## src/rtl/data_mem_ws.sv

```systemverilog
// Word-organised data memory with byte/halfword/word access and WAIT_CYCLES wait states.
// Optional macro DATA_MEM_INIT_SQUARES_EN presets word i to i*i at time zero.
module data_mem_ws #(
  parameter int DEPTH_LOG2  = 5,
  parameter int WAIT_CYCLES = 1
) (
  input  logic        Clock,
  input  logic        Resetn,
  input  logic        req_valid,
  output logic        req_ready,
  input  logic        we,
  input  logic [1:0]  size,
  input  logic        uns,
  input  logic [31:0] addr,
  input  logic [31:0] datain,
  output logic        resp_valid,
  output logic [31:0] dataout,
  output logic        err
);

  localparam int DEPTH = 1 << DEPTH_LOG2;
  localparam int AW    = DEPTH_LOG2 + 2;

  localparam logic [1:0] S_IDLE = 2'd0;
  localparam logic [1:0] S_WAIT = 2'd1;
  localparam logic [1:0] S_RESP = 2'd2;

  localparam logic [3:0] WAIT_LOAD = (WAIT_CYCLES > 0) ? 4'(WAIT_CYCLES - 1) : 4'd0;

  typedef logic [31:0] mem_t [DEPTH];

  function automatic logic access_fault(input logic [1:0] sz, input logic [1:0] a);
    logic f;
    case (sz)
      2'b00:   f = 1'b0;
      2'b01:   f = a[0];
      2'b10:   f = (a != 2'b00);
      default: f = 1'b1;
    endcase
    return f;
  endfunction

  function automatic logic [3:0] lane_mask(input logic [1:0] sz, input logic [1:0] a);
    logic [3:0] m;
    case (sz)
      2'b00:   m = 4'b0001 << a;
      2'b01:   m = a[1] ? 4'b1100 : 4'b0011;
      default: m = 4'b1111;
    endcase
    return m;
  endfunction

  function automatic logic [31:0] store_lanes(input logic [1:0] sz, input logic [31:0] d);
    logic [31:0] r;
    case (sz)
      2'b00:   r = {4{d[7:0]}};
      2'b01:   r = {2{d[15:0]}};
      default: r = d;
    endcase
    return r;
  endfunction

  function automatic logic [31:0] load_extract(input logic [31:0] word, input logic [1:0] sz,
                                               input logic u, input logic [1:0] a);
    logic [7:0]  b;
    logic [15:0] h;
    logic [31:0] r;
    b = word[{a, 3'b000} +: 8];
    h = a[1] ? word[31:16] : word[15:0];
    case (sz)
      2'b00:   r = {{24{~u & b[7]}}, b};
      2'b01:   r = {{16{~u & h[15]}}, h};
      default: r = word;
    endcase
    return r;
  endfunction

`ifdef DATA_MEM_INIT_SQUARES_EN
  function automatic mem_t squares();
    mem_t m;
    for (int i = 0; i < DEPTH; i++) begin
      m[i] = 32'(i * i);
    end
    return m;
  endfunction

  mem_t mem_q = squares();
`else
  mem_t mem_q;
`endif

  logic [1:0]    state_q, state_d;
  logic [3:0]    cnt_q, cnt_d;
  logic          we_q;
  logic [1:0]    size_q;
  logic          uns_q;
  logic [AW-1:0] addr_q;
  logic [31:0]   data_q;
  logic          req_ready_q, resp_valid_q, err_q;
  logic [31:0]   dataout_q;

  logic          idle_s, accept_s, enter_resp_s, wr_en_s;
  logic          cur_we_s, cur_uns_s, cur_err_s;
  logic [1:0]    cur_size_s;
  logic [AW-1:0] cur_addr_s;
  logic [31:0]   cur_data_s, rd_word_s, load_s, wr_data_s;
  logic [3:0]    wr_mask_s;
  logic [DEPTH_LOG2-1:0] cur_idx_s;
  logic          unused_addr_s;

  assign idle_s   = (state_q == S_IDLE);
  assign accept_s = idle_s & req_valid;

  // With zero wait states RESP is entered on the accepting edge, so the live inputs are the request.
  assign cur_we_s   = idle_s ? we                 : we_q;
  assign cur_size_s = idle_s ? size               : size_q;
  assign cur_uns_s  = idle_s ? uns                : uns_q;
  assign cur_addr_s = idle_s ? addr[AW-1:0]       : addr_q;
  assign cur_data_s = idle_s ? datain             : data_q;
  assign cur_idx_s  = cur_addr_s[AW-1:2];
  assign cur_err_s  = access_fault(cur_size_s, cur_addr_s[1:0]);

  assign rd_word_s  = mem_q[cur_idx_s];
  assign load_s     = load_extract(rd_word_s, cur_size_s, cur_uns_s, cur_addr_s[1:0]);
  assign wr_mask_s  = lane_mask(cur_size_s, cur_addr_s[1:0]);
  assign wr_data_s  = store_lanes(cur_size_s, cur_data_s);
  assign wr_en_s    = Resetn & enter_resp_s & cur_we_s & ~cur_err_s;

  assign unused_addr_s = ^addr[31:AW];

  always_comb begin
    state_d      = state_q;
    cnt_d        = cnt_q;
    enter_resp_s = 1'b0;
    case (state_q)
      S_IDLE: begin
        if (accept_s) begin
          if (WAIT_CYCLES == 0) begin
            state_d      = S_RESP;
            enter_resp_s = 1'b1;
          end else begin
            state_d = S_WAIT;
            cnt_d   = WAIT_LOAD;
          end
        end else begin
          state_d = S_IDLE;
        end
      end
      S_WAIT: begin
        if (cnt_q == 4'd0) begin
          state_d      = S_RESP;
          enter_resp_s = 1'b1;
        end else begin
          cnt_d = cnt_q - 4'd1;
        end
      end
      S_RESP:  state_d = S_IDLE;
      default: state_d = S_IDLE;
    endcase
  end

  always_ff @(posedge Clock or negedge Resetn) begin
    if (!Resetn) begin
      state_q      <= S_IDLE;
      cnt_q        <= 4'd0;
      req_ready_q  <= 1'b1;
      resp_valid_q <= 1'b0;
      dataout_q    <= 32'd0;
      err_q        <= 1'b0;
    end else begin
      state_q      <= state_d;
      cnt_q        <= cnt_d;
      req_ready_q  <= (state_d == S_IDLE);
      resp_valid_q <= enter_resp_s;
      err_q        <= enter_resp_s & cur_err_s;
      dataout_q    <= (enter_resp_s && !cur_we_s && !cur_err_s) ? load_s : 32'd0;
    end
  end

  always_ff @(posedge Clock or negedge Resetn) begin
    if (!Resetn) begin
      we_q   <= 1'b0;
      size_q <= 2'b00;
      uns_q  <= 1'b0;
      addr_q <= '0;
      data_q <= 32'd0;
    end else if (accept_s) begin
      we_q   <= we;
      size_q <= size;
      uns_q  <= uns;
      addr_q <= addr[AW-1:0];
      data_q <= datain;
    end
  end

  // Array has no reset so contents survive Resetn.
  always_ff @(posedge Clock) begin
    if (wr_en_s) begin
      for (int l = 0; l < 4; l++) begin
        if (wr_mask_s[l]) begin
          mem_q[cur_idx_s][8*l +: 8] <= wr_data_s[8*l +: 8];
        end
      end
    end
  end

  assign req_ready  = req_ready_q;
  assign resp_valid = resp_valid_q;
  assign dataout    = dataout_q;
  assign err        = err_q;

endmodule

```

## config.mk

```make
export PLATFORM = sky130hd
export DESIGN_NAME = data_mem_ws
export DESIGN_NICKNAME = d
export VERILOG_FILES = /design/src/rtl/data_mem_ws.sv
export SDC_FILE = /design/constraint.sdc
export NUM_CORES = 1
export LEC_CHECK = 0
export ABC_AREA = 0
export CORE_MARGIN = 8
export CORE_UTILIZATION = 35
export CTS_BUF_LIST = sky130_fd_sc_hd__clkbuf_4
export DETAILED_ROUTE_END_ITERATION = 6
export PLACE_DENSITY = 0.51
export SYNTH_ARGS = -nofsm -noshare
export SYNTH_HDL_FRONTEND = slang
export SYNTH_SLANG_ARGS = --single-unit
export TNS_END_PERCENT = 10
```

## constraint.sdc

```tcl
create_clock -name Clock -period 4.8 [get_ports Clock]
set_clock_uncertainty 0.05 [all_clocks]
set_input_delay 0.72 -clock Clock [delete_from_list [all_inputs] [get_ports Clock]]
set_output_delay 0.72 -clock Clock [all_outputs]
set_load 0.01 [all_outputs]
```

# After elaboration in Yosys (flattened, before gate mapping)

Memories as Yosys holds them, arrays and structs flattened.
Index checks and enable logic that the tools add are counted.

Add/subtract/negate cells: 1
Equal/unequal tests: 5
Shift-type cells: 2
Muxes and demuxes: 32
Bitwise gates (word level): 9
Reductions and logical operators: 11

Operators with widths:

| operator            | number |
|---|---|
| $pmux 32 s2         | 2 |
| $mux 32             | 2 |
| $shiftx 32x6->8     | 1 |
| $mux 1              | 17 |
| $mux 16             | 1 |
| $pmux 4 s2          | 2 |
| $mux 4              | 3 |
| $and 1x1->1         | 7 |
| $mux 7              | 1 |
| $logic_not 2->1     | 3 |
| $eq 2x1->1 const B  | 2 |
| $logic_not 4->1     | 1 |
| $mux 2              | 2 |
| $pmux 2 s2          | 1 |
| $reduce_bool 2->1   | 2 |
| $shl 1x2->4 const A | 1 |
| $sub 4x1->4 const B | 1 |
| $pmux 1 s3          | 1 |
| $reduce_and 3->1    | 1 |
| $eq 2x2->1 const B  | 1 |
| $logic_and 1x1->1   | 2 |
| $logic_not 1->1     | 2 |
| $ne 2x1->1 const B  | 1 |
| $ne 2x2->1 const B  | 1 |
| $not 1->1           | 2 |

Flip-flop bits (word level): 84
RAM bits: 1024
Input bits: 71
Output and inout bits: 35
Word-level logic and storage cells: 72
Memories: 1

Memory list:

| memory | depth | bits a word | read ports | clocked after Yosys merged registers in | write ports | line | source |
|---|---|---|---|---|---|---|---|
| mem_q  | 32    | 32          | 1          | 0                                       | 1           | 89   | `mem_t mem_q;` |

# Longest topological paths before layout

Gate-level depths: netlist of the first run.

Word-level depth: 8
Gate-level depth with buffers: 15
Gate-level depth less buffers: 8

# Worst setup path before layout of the first run

No wires, ideal clock.

Path kind: register to register
Start point: reg state_q[1]
End point: mem mem_q[0][16] (netlist bit), data pin
Library setup time: 0.454 ns
Data arrival time: 3.005 ns
Data required time: 4.296 ns
Slack: 1.291 ns
Stages on the path, launching flop included: 10
Buffers on the path: 5
Period minus slack after synthesis: 3.509 ns
Path through: dfrtp_1 buf_6 or2_1 buf_6 and2_1 clkbuf_1 a21o_1 clkbuf_1 clkbuf_1 o21ai_0

Longest elaborated chain between the ends: 4
Elaborated cells between the ends (all ways): 6
Classes of those cells: eq/ne (1); mux (3); reduce/logical (2)

RTL lines:

| what                                                 | line | source |
|---|---|---|
| from (decl)                                          | 92   | `logic [1:0] state_q, state_d;` |
| from (signal assigned)                               | 171  | `state_q <= state_d;` |
| $logic_not 2->1 (*)                                  | 111  | `assign idle_s = (state_q == S_IDLE);` |
| $mux 2                                               | 116  | `assign cur_size_s = idle_s ? size : size_q;` |
| $eq 2x1->1 / $logic_not 2->1 (equally long branches) | 55   | `case (sz)` |
| $pmux 32 s2 (*)                                      | 55   |  |
| net wr_data_s[16]                                    | 106  | `logic [31:0] cur_data_s, rd_word_s, load_s, wr_data_s;` |
| to (decl)                                            | 89   |  |

Mark *: on every way through the listed nets, which the timed path passes. The rest lies on a longest branch.

# Worst setup path after layout of the first run

Start point: reg state_q[0]
End point: mem mem_q[13][23] (netlist bit), enable pin

Longest elaborated chain between the ends: 8
Elaborated cells between the ends (all ways): 21
Classes of those cells: eq/ne (3); shift (1); mux (10); bitwise (4); reduce/logical (3)

RTL lines:

| what                                     | line     | source |
|---|---|---|
| $logic_not 2->1                          | 111      |  |
| $mux 2 / $mux 7 (equally long branches)  | 116, 118 |  |
| $eq 2x2->1, or another cell as far along | 34       | `case (sz)` |
| $pmux 1 s3                               | 34       |  |
| $not 1->1                                | 127      | `assign wr_en_s = Resetn & enter_resp_s & cur_we_s & ~cur_err_s;` |
| $and 1x1->1                              | 127      |  |
| $mux 1                                   | 198      | `if (wr_en_s) begin` |
| $mux 1 (not written as such)             | 201      | `mem_q[cur_idx_s][8*l +: 8] <= wr_data_s[8*l +: 8];` |

Parallel ways exist; a longest one is shown, timed or not.

==> results of run 1 <==
==> state kept, by name, summed over array words and instances (netlist names) <==
signal / cells
mem_q: 1024
data_q: 32
dataout: 32
addr_q: 7
cnt_q: 4
size_q: 2
state_q: 2
err: 1
req_ready: 1
resp_valid: 1
uns_q: 1
we_q: 1
==> stage by stage <==
stage	area, sq um	worst slack, ps	cells
finish	50560	501.3	5110
global route	50560	306.8	5108
CTS	50550	537.5	5105
detailed placement	46920	295.0	4608
global placement	46920	359.0	4608
floorplan	42200	1291	2796
==> cell usage after synthesis (16+ instances only) <==
| cell type | count |
|---|---|
| nand2_1 | 188 |
| buf_4 | 16 |
| o21ai_1 | 23 |
| buf_2 | 75 |
| o21ai_0 | 286 |
| o22ai_1 | 512 |
| edfxtp_1 | 1024 |
| a21oi_1 | 17 |
| clkbuf_1 | 87 |
| nand4_1 | 63 |
| nor2_1 | 143 |
| dfrtp_1 | 83 |
| mux2i_1 | 46 |
| o31ai_1 | 31 |
| nor3_1 | 76 |
==> routing by layer <==
layer  track usage [%]  share of wire (%)  up-vias
met1             25.27                 41    14115
li1                  -                  -    12432
met4             7.736                3.2        0
met5                 0                  0        -
met3             4.381                7.7      229
met2             31.16                 48     1157
==> kinds of logic after synthesis <==
| kind of cell | share of synthesized area (%) |
|---|---|
| buffers and inverters | 2.411 |
| XOR/XNOR | 0.04152 |
| AO/OA/AOI/OAI | 12.90 |
| AND/OR/NAND/NOR | 5.465 |
| flip-flops | 77.86 |
| multiplexers | 1.272 |
| adder cells (fa/ha/maj) | 0.05929 |
==> timing repair <==
item,in CTS,in global routing
hold buffers,7,0
endpoints found under the hold margin,50,0
setup endpoints to repair,0,0
==> critical path: cells and delay by family, from the launching register on <==
kind | cells | cell delay [ps]
buf+inv | 2 | 520
mux | 1 | 210
compound gates | 2 | 670
simple gates | 4 | 2030
flops | 1 | 340
==> cell type report <==
type | instances | area [sq um]
fillers | 10983 | 69250
multi-input cells | 1478 | 8650
repair buffers | 403 | 3426
flip-flops and latches | 1108 | 32850
inverters | 14 | 52.55
clock inverters | 77 | 452.9
clock buffers | 413 | 3100
diodes | 5 | 12.51
well taps | 1612 | 2017
==> power by group <==
part / switching (mW) / internal (mW) / total (mW)
registers: 0.0884 / 11.5 / 11.6
logic: 3.70 / 1.44 / 5.15
clock network: 3.69 / 4.27 / 7.96
==> how the worst max path moves through the flow <==
stage | endpoint | slack [ps]
final | mem_q[13][23]$_DFFE_PP_ | 500
after global routing | mem_q[13][20]$_DFFE_PP_ | 310
after CTS | mem_q[13][18]$_DFFE_PP_ | 540
after detailed placement | dataout[12]$_DFF_PN0_ | 290
after global placement | dataout[17]$_DFF_PN0_ | 360
after floorplan | mem_q[0][16]$_DFFE_PP_ | 1290
==> flow_summary_export.csv, run 1 <==
group,metric,value,unit
run_status,status,"finished, final reports clean",
setup_path,required,5420,ps
setup_path,setup.worst_path.class,"reg -> reg",
synth,synth.avg_cell_area,15.09,sq um
placed_design,io_buffers,80,
timing,period_needed,4299,ps
min_path,hp-class,"in -> reg",
setup_path,crit_slowest_cell,"nor2_1",
timing,tightestPinTransition,1238,ps
cts,cts_made_buffers,299,
timing,slew_violations,0,
pwr,p_leak,16.97,nW
setup_path,timing.rr.end,"mem_q[13][23]$_DFFE_PP_",
setup_path,startpoint_type,"flop",
cts,clk_latency,1100,ps
setup_path,crit_path_start,"state_q[0]$_DFF_PN0_",
min_path,hold-path-cell-count,3,
placed_design,dp_hpwl,87670,um
die,ioPinCount,106,
synth,synth-seq-area-share,77.86,%
synth,synth.top_cell.area_share,72.87,%
pwr,ir_drop,292.5,uV
routing,drtIter0Drc,3030,
die,dieArea,131900,sq um
synth,synth_top_area_cell,"edfxtp_1",
timing,relSlewSlack,17.38,%
routing,dr.pass1.iters,7,
die,start_util,35.22,%
timing,fin_hold_ws,151.9,ps
die,rows,127,
routing,ant_nets,0,
routing,wire_per_inst,25.74,um
cts,clk_pin_slew,70,ps
final_layout,nets,3377,
pwr,power_density,488.1,nW/um^2
setup_path,reg2reg_slack,500,ps
global_routing,grt_pass1_vias,27982,
routing,vias,27933,
global_routing,grt_max_degree,65,
die,coreArea,119800,sq um
setup_path,cpPeakStageDelay,810,ps
min_path,holdCritStartpoint,"datain[22]",
setup_path,critPathArrivalTime,4910,ps
timing,setup_violations,0,
routing,vias_per_cell,5.466,
cts,cts_sinks,1108,
synth,async_reset_ff_share,7.581,%
timing,fmax,232.6,MHz
placed_design,gp_congestion,0.8818,
final_layout,final_common_cell,"edfxtp_1",
synth,syn-cell-area,42200,sq um
final_layout,final_cell_mix,"edfxtp_1, o22ai_1, clkbuf_4",
routing,drt_wl_total,131500,um
setup_path,r2r_start,"state_q[0]$_DFF_PN0_",
global_routing,grt_usage,19.29,%
synth,ys_ff_latch,1108,
synth,synthFlopType,"edfxtp_1",
die,dieWidth,363.2,um
cts,cts-root-buf,"clkbuf_4",
final_layout,syn2layout_area_growth,19.83,%
setup_path,path_max_fanout,32,
cts,cts_resized,0,
setup_path,crit_path_end_kind,"flop",
cts,cts.path.max_buffers,4,
synth,yosys_warnings,0,
min_path,holdPathEnd,"data_q[22]$_DFFE_PN0P_",
cts,cts_tree,"built",
pwr,power,24.68,mW
timing,finalHoldViolations,0,
final_layout,drive_above_1_share,22.99,%
final_layout,fin_util,42.20,%
cts,cts.htree.levels,5,
synth,synthCells,2796,
setup_path,ff2ff_path_depth,9,
setup_path,crit_chain,"or2_1 > buf_4 > mux2i_2 > buf_4 > nor2_1 > o21ai_1 > and4b_1 > o21ai_4 > nor2_1",
timing,rsz0062_at_grt,"false",
routing,drc,0,
synth,synth.distinct_cells,49,
global_routing,overflow,0,
global_routing,grt_pass1_wl,188500,um
synth,ys_top_cells_by_area,"edfxtp_1, o22ai_1, dfrtp_1",
synth,syn_nets,2869,
die,die_y,363.2,um
cts,post-cts-setup-buffer-count,0,
synth,synth-edff-count,1024,
job,drv_cap,0,
global_routing,antenna_found_initial,6,
timing,setup_tns,0,ps
timing,period_share,89.56,%
Power figures use the tool's default switching activity.
==> run 2: changes to the inputs <==
--- a/config.mk
+++ b/config.mk
@@ -9,8 +9,10 @@
 export CORE_MARGIN = 8
 export CORE_UTILIZATION = 35
 export CTS_BUF_LIST = sky130_fd_sc_hd__clkbuf_4
+export CTS_CLUSTER_DIAMETER = 50
 export DETAILED_ROUTE_END_ITERATION = 6
 export PLACE_DENSITY = 0.51
+export SLEW_MARGIN = 20
 export SYNTH_ARGS = -nofsm -noshare
 export SYNTH_HDL_FRONTEND = slang
 export SYNTH_SLANG_ARGS = --single-unit
==> flow_summary_export.csv, run 2 (synthesis results as in run 1) <==
group,metric,value,unit
run_status,status,"finished, final reports clean",
global_routing,grt_max_degree,65,
cts,clk_latency,1110,ps
die,rows,127,
final_layout,final_cell_mix,"edfxtp_1, o22ai_1, clkbuf_4",
setup_path,startpoint_type,"flop",
die,coreArea,119800,sq um
cts,cts_sinks,1108,
die,dieArea,131900,sq um
timing,setup_tns,0,ps
cts,post-cts-setup-buffer-count,0,
timing,slew_violations,0,
timing,setup_violations,0,
cts,hold_buffers,7,
final_layout,fin_util,42.25,%
min_path,hp-class,"in -> reg",
final_layout,top_register,"mem_q",
placed_design,gp_congestion,0.8818,
timing,rsz0062_at_grt,"false",
pwr,power,24.71,mW
final_layout,largest_reg_flops,1024,
setup_path,critPathArrivalTime,4950,ps
global_routing,antenna_found_initial,6,
cts,cts_tree,"built",
final_layout,nets,3379,
cts,cts.htree.levels,5,
setup_path,cpPeakStageDelay,730,ps
pwr,p_leak,16.98,nW
final_layout,drive_above_1_share,23.09,%
routing,drt_wl_total,131700,um
timing,setup_ws,472.7,ps
routing,drc,0,
routing,vias,27911,
final_layout,layout.area.seq,32850,sq um
timing,fmax,231.1,MHz
die,start_util,35.22,%
routing,ant_nets,0,
setup_path,critical-path-top-delay-family,"simple AND/OR/NAND/NOR gates",
setup_path,path_max_fanout,22,
die,dieWidth,363.2,um
setup_path,crit_chain,"or2_1 > buf_4 > mux2i_2 > buf_4 > nor2_1 > o21ai_1 > and4b_1 > o21ai_4 > buf_16 > nor2_1",
timing,fin_hold_ws,142.7,ps
final_layout,multi_input_area,8653,sq um
die,ioPinCount,106,
setup_path,crit_path_end_kind,"flop",
global_routing,overflow,0,
global_routing,grt_pass1_vias,27982,
global_routing,grt_usage,19.29,%
routing,drtIter0Drc,2981,
placed_design,io_buffers,80,
setup_path,setup.worst_path.class,"reg -> reg",
cts,cts_resized,0,
die,die_y,363.2,um
timing,relSlewSlack,27.48,%
setup_path,crit_slowest_cell,"nor2_1",
setup_path,required,5420,ps
global_routing,grt_pass1_wl,188500,um
cts,cts_made_buffers,299,
pwr,power_density,488.2,nW/um^2
setup_path,crit_buf_inv,3,
final_layout,syn2layout_area_growth,19.96,%
cts,cts.path.max_buffers,4,
job,drv_cap,0,
placed_design,dp_hpwl,87670,um
placed_design,dp_slack,295.0,ps
timing,tightestPinTransition,1081,ps
routing,dr.pass1.iters,5,
timing,period_share,90.15,%
final_layout,final_common_cell,"edfxtp_1",
final_layout,nFillCells,10974,
routing,vias_per_cell,5.462,
pwr,ir_drop,293.8,uV
timing,finalHoldViolations,0,
cts,clk_pin_slew,70,ps
cts,cts-root-buf,"clkbuf_4",
routing,wire_per_inst,25.77,um
timing,period_needed,4327,ps
[run 2: cell count changes in the layout (fill, tap and decap cells not counted), sizes merged]
| cell | change |
|---|---|
| diode | -2 |
| buf | +2 |
| clkinv | +2 |
| inv | -2 |
[run 2: report_power, final]
| group | internal, mW | switching (mW) |
|---|---|---|
| combinational | 1.46 | 3.72 |
| sequential | 11.5 | 0.0884 |
| clock | 4.27 | 3.70 |
| total | 17.2 | 7.50 |
[run 2: cell type report]
type	instances	area share, %
diodes	3	0.01483
clock buffers	413	6.125
clock inverters	77	0.8948
inverters	14	0.1038
multi-input cells	1478	17.10
flip-flops and latches	1108	64.90
well taps	1612	3.985
repair buffers	405	6.877
[run 2: per-layer routing]
layer / vias up / global-route usage (%) / part of all wire, %
met2: 1162 / 31.16 / 48
met3: 231 / 4.381 / 7.5
met1: 14087 / 25.27 / 41
li1: 12431 / - / -
met4: 0 / 7.736 / 3.4
met5: - / 0 / 0
[run 2: path summary, 6_finish.rpt]
path                                        from                 endpoint  slack, ps  depth (start not counted)
min                                   datain[22]   data_q[22]$_DFFE_PN0P_        140                          3
max in group asynchronous                 Resetn   data_q[13]$_DFFE_PN0P_       3310                          4
max reg2reg                 state_q[0]$_DFF_PN0_  mem_q[13][18]$_DFFE_PP_        470                         10
min in group asynchronous                 Resetn    dataout[15]$_DFF_PN0_        600                          4
max                         state_q[0]$_DFF_PN0_  mem_q[13][18]$_DFFE_PP_        470                         10
min reg2reg                data_q[1]$_DFFE_PN0P_    data_q[1]$_DFFE_PN0P_        430                          2
[run 2: worst min-delay path, stage by stage]
cell and delay (ps):
clkdlybuf4s50_1 440, nand2_1 70, nand2_1 40
[run 2: stage by stage]
stage                     instance area (sq um)  instances
after CTS                                 50550       5105
after detailed placement                  46920       4608
final                                     50620       5110
after global placement                    46920       4608
after global routing                      50620       5110
after floorplan                           42200       2796
==> run 3: changes to the inputs <==
--- a/config.mk
+++ b/config.mk
@@ -12,6 +12,7 @@
 export CTS_CLUSTER_DIAMETER = 50
 export DETAILED_ROUTE_END_ITERATION = 6
 export PLACE_DENSITY = 0.51
+export SETUP_SLACK_MARGIN = 0.2
 export SLEW_MARGIN = 20
 export SYNTH_ARGS = -nofsm -noshare
 export SYNTH_HDL_FRONTEND = slang
==> results of run 3 <==
The final DEF is identical to that of run 2; final timing and power are the same.
